==> src/rtl/rvv_backend_alu_rs.sv <==
// ALU reservation station: a circular buffer with up to NUM_DP pushes and NUM_ALU pops per cycle.
// Define RVV_ALU_RS_TRAP_FLUSH_EN to add the trap_flush_rvv port, which empties the station.
module rvv_backend_alu_rs #(
    parameter int  DEPTH    = 8,
    parameter int  NUM_DP   = 2,
    parameter int  NUM_ALU  = 2,
    parameter type ALU_RS_t = logic [31:0]
) (
    input  logic                clk,
    input  logic                rst,
`ifdef RVV_ALU_RS_TRAP_FLUSH_EN
    input  logic                trap_flush_rvv,
`endif
    input  logic [NUM_DP-1:0]   push_dp2rs,
    input  ALU_RS_t             uop_dp2rs [NUM_DP-1:0],
    output logic                fifo_full_rs2dp,
    output logic [NUM_DP-1:1]   fifo_almost_full_rs2dp,
    input  logic [NUM_ALU-1:0]  pop_ex2rs,
    output ALU_RS_t             alu_uop_rs2ex [NUM_ALU-1:0],
    output logic                fifo_empty_rs2ex,
    output logic [NUM_ALU-1:1]  fifo_almost_empty_rs2ex
);
    localparam int PTR_W = $clog2(DEPTH);
    localparam int CNT_W = PTR_W + 1;

    ALU_RS_t            mem_r [DEPTH];
    logic [PTR_W-1:0]   rd_ptr_r;
    logic [PTR_W-1:0]   wr_ptr_r;
    logic [CNT_W-1:0]   count_r;
    logic [CNT_W-1:0]   free_s;
    logic [CNT_W-1:0]   push_cnt_s;
    logic [CNT_W-1:0]   pop_cnt_s;
    logic [NUM_DP-1:0]  push_ok_s;
    logic [NUM_ALU-1:0] pop_ok_s;
    logic               flush_s;

`ifdef RVV_ALU_RS_TRAP_FLUSH_EN
    assign flush_s = trap_flush_rvv;
`else
    assign flush_s = 1'b0;
`endif

    // Free slots come from the start-of-cycle count, so same-cycle pops never make room for pushes
    assign free_s = CNT_W'(DEPTH) - count_r;

    // Accept push lanes while the request stays contiguous from lane 0 and a free slot remains
    always_comb begin
        logic chain_v;
        push_ok_s  = '0;
        push_cnt_s = '0;
        chain_v    = 1'b1;
        for (int i = 0; i < NUM_DP; i++) begin
            chain_v      = chain_v & push_dp2rs[i] & (free_s > CNT_W'(i));
            push_ok_s[i] = chain_v;
            if (chain_v) begin
                push_cnt_s = push_cnt_s + CNT_W'(1);
            end else begin
                push_cnt_s = push_cnt_s;
            end
        end
    end

    // Perform pop lanes while the request stays contiguous and an occupied entry exists
    always_comb begin
        logic chain_v;
        pop_ok_s  = '0;
        pop_cnt_s = '0;
        chain_v   = 1'b1;
        for (int i = 0; i < NUM_ALU; i++) begin
            chain_v     = chain_v & pop_ex2rs[i] & (count_r > CNT_W'(i));
            pop_ok_s[i] = chain_v;
            if (chain_v) begin
                pop_cnt_s = pop_cnt_s + CNT_W'(1);
            end else begin
                pop_cnt_s = pop_cnt_s;
            end
        end
    end

    // Pointer and occupancy state; reset and flush override any traffic in the same cycle
    always_ff @(posedge clk) begin
        if (rst || flush_s) begin
            rd_ptr_r <= '0;
            wr_ptr_r <= '0;
            count_r  <= '0;
        end else begin
            rd_ptr_r <= rd_ptr_r + PTR_W'(pop_cnt_s);
            wr_ptr_r <= wr_ptr_r + PTR_W'(push_cnt_s);
            count_r  <= count_r + push_cnt_s - pop_cnt_s;
        end
    end

    // Entry storage is never cleared; pointer arithmetic wraps naturally at DEPTH
    always_ff @(posedge clk) begin
        for (int i = 0; i < NUM_DP; i++) begin
            if (push_ok_s[i] && !rst && !flush_s) begin
                mem_r[wr_ptr_r + PTR_W'(i)] <= uop_dp2rs[i];
            end
        end
    end

    genvar g;
    generate
        for (g = 0; g < NUM_ALU; g++) begin : g_out
            assign alu_uop_rs2ex[g] = mem_r[rd_ptr_r + PTR_W'(g)];
        end
        for (g = 1; g < NUM_ALU; g++) begin : g_aempty
            assign fifo_almost_empty_rs2ex[g] = (count_r <= CNT_W'(g));
        end
        for (g = 1; g < NUM_DP; g++) begin : g_afull
            assign fifo_almost_full_rs2dp[g] = (free_s <= CNT_W'(g));
        end
    endgenerate

    assign fifo_empty_rs2ex = (count_r == '0);
    assign fifo_full_rs2dp  = (count_r == CNT_W'(DEPTH));

    rvv_backend_alu_rs_chk #(
        .DEPTH   (DEPTH),
        .NUM_DP  (NUM_DP),
        .NUM_ALU (NUM_ALU),
        .CNT_W   (CNT_W)
    ) u_chk (
        .clk     (clk),
        .rst     (rst),
        .push    (push_dp2rs),
        .pop     (pop_ex2rs),
        .count   (count_r)
    );
endmodule

// Protocol checks: push/pop vectors must be thermometer-coded and occupancy stays in range.
module rvv_backend_alu_rs_chk #(
    parameter int DEPTH   = 8,
    parameter int NUM_DP  = 2,
    parameter int NUM_ALU = 2,
    parameter int CNT_W   = 4
) (
    input logic               clk,
    input logic               rst,
    input logic [NUM_DP-1:0]  push,
    input logic [NUM_ALU-1:0] pop,
    input logic [CNT_W-1:0]   count
);
    logic [NUM_DP-1:0]  push_inc_s;
    logic [NUM_ALU-1:0] pop_inc_s;

    // A thermometer vector plus one is a power of two, so it shares no set bit with itself
    assign push_inc_s = push + NUM_DP'(1);
    assign pop_inc_s  = pop + NUM_ALU'(1);

    a_push_thermo: assert property (@(posedge clk) disable iff (rst) ((push & push_inc_s) == '0));
    a_pop_thermo:  assert property (@(posedge clk) disable iff (rst) ((pop & pop_inc_s) == '0));
    a_count_range: assert property (@(posedge clk) disable iff (rst) (count <= CNT_W'(DEPTH)));
endmodule

==> config.mk <==
export PLATFORM = sky130hd
export DESIGN_NAME = rvv_backend_alu_rs
export DESIGN_NICKNAME = d
export VERILOG_FILES = /design/src/rtl/rvv_backend_alu_rs.sv
export SDC_FILE = /design/constraint.sdc
export NUM_CORES = 1
export LEC_CHECK = 0
export ABC_AREA = 0
export ABC_CLOCK_PERIOD_IN_PS = 5130
export CORE_MARGIN = 3
export CORE_UTILIZATION = 45
export CTS_CLUSTER_DIAMETER = 80
export DETAILED_ROUTE_END_ITERATION = 12
export SLEW_MARGIN = 10
export SYNTH_ARGS = -nofsm -noshare
export SYNTH_HDL_FRONTEND = slang
export SYNTH_SLANG_ARGS = --single-unit
==> constraint.sdc <==
create_clock -name clk -period 5.13 [get_ports clk]
set_clock_uncertainty 0.15 [all_clocks]
set_input_delay 0.513 -clock clk [delete_from_list [all_inputs] [get_ports clk]]
set_output_delay 0.513 -clock clk [all_outputs]
set_load 0.05 [all_outputs]
==> out/summary.txt <==
Layout cell share with drive strength beyond 1 -> 0.498
Post-place setup slack -> 1380 ps
Clock-pin transition on the worst setup and hold timing paths -> 60 ps
Initial DRC count -> 642
Period utilization -> 0.831
Data required time of the critical path -> 4470 ps
Power Density -> 549 nW/um2
Hold WC Path Type -> reg -> reg
Vias -> 8882
Setup Fix Bufs, Post-CTS -> 0
Async SR Flop Fraction -> 0
Mapped cell area -> 15400 um2
First-pass GRT wire length -> 60700 um
Final Max Slew Viols -> 0
Slowest-stage cell, CP -> dfxtp_4
Die area -> 36600 um2
Number of global-route vias before repair -> 9442
Arrival time at the worst endpoint -> 3600 ps
Post-synth EDFFs -> 256
Top_reg_cell synth -> edfxtp_1
Number of port buffers -> 137
R2R setup slack -> 1900 ps
Post-Route WL -> 40500 um
Total CTS buffers -> 31
Starting density of the core -> 0.458
Worst setup SP type -> register
Yosys cell types -> 35
Layout filler cell count -> 2709
Worst Hold Path EP -> wr_ptr_r[2]
Status -> finished clean
Fin util -> 0.544
Cts-stage hold buffer count -> 0
Crit path launch -> rd_ptr_r[0]
Clk buf depth -> 3
CTS tree -> built
Minimum clock period -> 4260 ps
Setup TNS -> 0 ps
ANT cells -> 0
Sequential-to-total area share from yosys stat -> 0.511
RR Endpoint -> count_r[3]
Worst Hold Depth -> 2
R2R cell count -> 13
Pin count of the biggest net entering global routing -> 100
Final setup violation count -> 0
Layout Nets -> 1089
Reg2reg start -> count_r[1]
Worst-Skew Late Latency -> 550 ps
H-Tree Depth -> 1
Clock root buffer -> clkbuf_16
Lkg Pwr -> 5.80 nW
Worst-Margin Slew -> 1220 ps
Final Hold Fails -> 0
Worst Path Class, Setup -> reg -> out
Drt wl/cell -> 27.5 um
TritonRoute pass-1 iters -> 5
Peak supply drop -> 400 uV
Flops & latches, synth -> 266
Slowest stage delay, CP -> 710 ps
Die height -> 191 um
Post-Syn Instances -> 869
Hpwl dp -> 23000 um
Max Clock Freq -> 0.235 GHz
Syn Area/Cell -> 17.8 um2
GRT overflow -> 0
Max-slew headroom -> 0.182
Clk sinks -> 266
Mapped Nets -> 956
CP cell instances -> ha_4 > xor2_4 > buf_4 > mux2_2 > clkdlybuf4s50_1
Routed vias/inst -> 6.03
Final Total Pwr -> 10.1 mW
DRC Markers -> 0
Antenna violations before repair -> 2
ANT nets after route -> 0
Setup ws final -> 869 ps
Crit. End Element -> output port
RSZ-0062 raised after global routing -> no
RePlAce Congestion -> 0.716
Max-Cap Viols -> 0
Floorplan Core Area -> 33700 um2
Chip width -> 191 um
Critical path peak fanout -> 32
# rows -> 67
Area growth, synth to finish -> 18.6%
Hold path start -> wr_ptr_r[2]
Synth Warn # -> 0
Boundary pin count -> 138
PostCTS Resize Cnt -> 0
Total GRT Usage -> 0.224
-- Yosys cell counts (5+ instances only) --
cell type	n	area share
buf_1	7	0.0017
dfxtp_1	10	0.013
buf_2	25	0.0081
buf_6	12	0.0088
edfxtp_1	256	0.50
clkbuf_1	16	0.0039
mux2_2	293	0.21
nand3_1	5	0.0016
nor2_1	12	0.0029
ha_1	13	0.011
mux2_1	27	0.020
mux4_2	128	0.19
inv_1	13	0.0032
nor2b_1	6	0.0024
nand2_1	6	0.0015
-- cell families after synthesis --
kind of cell,synth area share
XOR/XNOR,0.00397
buffers and inverters,0.0258
flip-flops,0.511
AO/OA/AOI/OAI,0.00600
multiplexers,0.420
adder cells (fa/ha/maj),0.0157
AND/OR/NAND/NOR,0.0177
-- worst max-delay path: cells and delay by family, from the launching register on --
family | cells | cell delay (ps)
buf+inv | 2 | 1100
mux | 1 | 400
xor+xnor | 1 | 570
flops | 1 | 710
fa+ha+maj | 1 | 240
-- per-layer routing --
metal | up-vias | global-route usage | routed length (um)
met1 | 4726 | 0.322 | 18100
li1 | 3877 | - | -
met3 | 44 | 0.0374 | 2150
met2 | 231 | 0.365 | 19700
met4 | 4 | 0.0401 | 563
met5 | - | 0 | 28
-- state kept, by name, summed over array words and instances (netlist names) --
name,flops
rd_ptr_r,3
wr_ptr_r,3
mem_r,256
count_r,4
-- area by class of cell --
type | instances | area, um2 | area share
clock inverters | 18 | 114 | 0.00622
well taps | 448 | 561 | 0.0306
repair buffers | 160 | 1590 | 0.0870
inverters | 14 | 52.6 | 0.00287
multi-input cells | 529 | 7300 | 0.398
clock buffers | 38 | 802 | 0.0438
flip-flops and latches | 266 | 7900 | 0.431
-- power by group --
part	internal [mW]	total [mW]	switching (mW)	leakage, nW
clock	1.15	2.03	0.877	0.445
combinational	2.25	5.25	2.99	2.95
sequential	2.62	2.78	0.160	2.40
-- layout by cell type, fill, tap and decap left out, drive strengths merged, types with 5 or more instances in the layout --
master,count
mux2,320
edfxtp,256
clkdlybuf4s50,137
mux4,128
clkbuf,38
buf,23
inv,15
clkinv,14
ha,13
nor2,12
dfxtp,10
nor2b,6
nand2,6
nor3,5
nand3,5
-- worst max path at each step --
| stage | end | slack [ps] | cells after the start |
|---|---|---|---|
| after floorplan | mem_r[5][0] | 1220 | 2 |
| after global placement | alu_uop_rs2ex[51] | 1410 | 5 |
| after detailed placement | alu_uop_rs2ex[51] | 1380 | 5 |
| after CTS | alu_uop_rs2ex[51] | 770 | 5 |
| after global routing | alu_uop_rs2ex[51] | 720 | 5 |
| final | alu_uop_rs2ex[51] | 870 | 5 |
-- stage by stage --
stage	std cells	hold WS [ps]	cell area [um2]
floorplan	869	412	15400
global placement	1417	447	17400
detailed placement	1417	459	17400
CTS	1473	468	18300
global route	1473	497	18300
finish	1473	470	18300
Note: power is estimated with default switching activity, not from simulation.
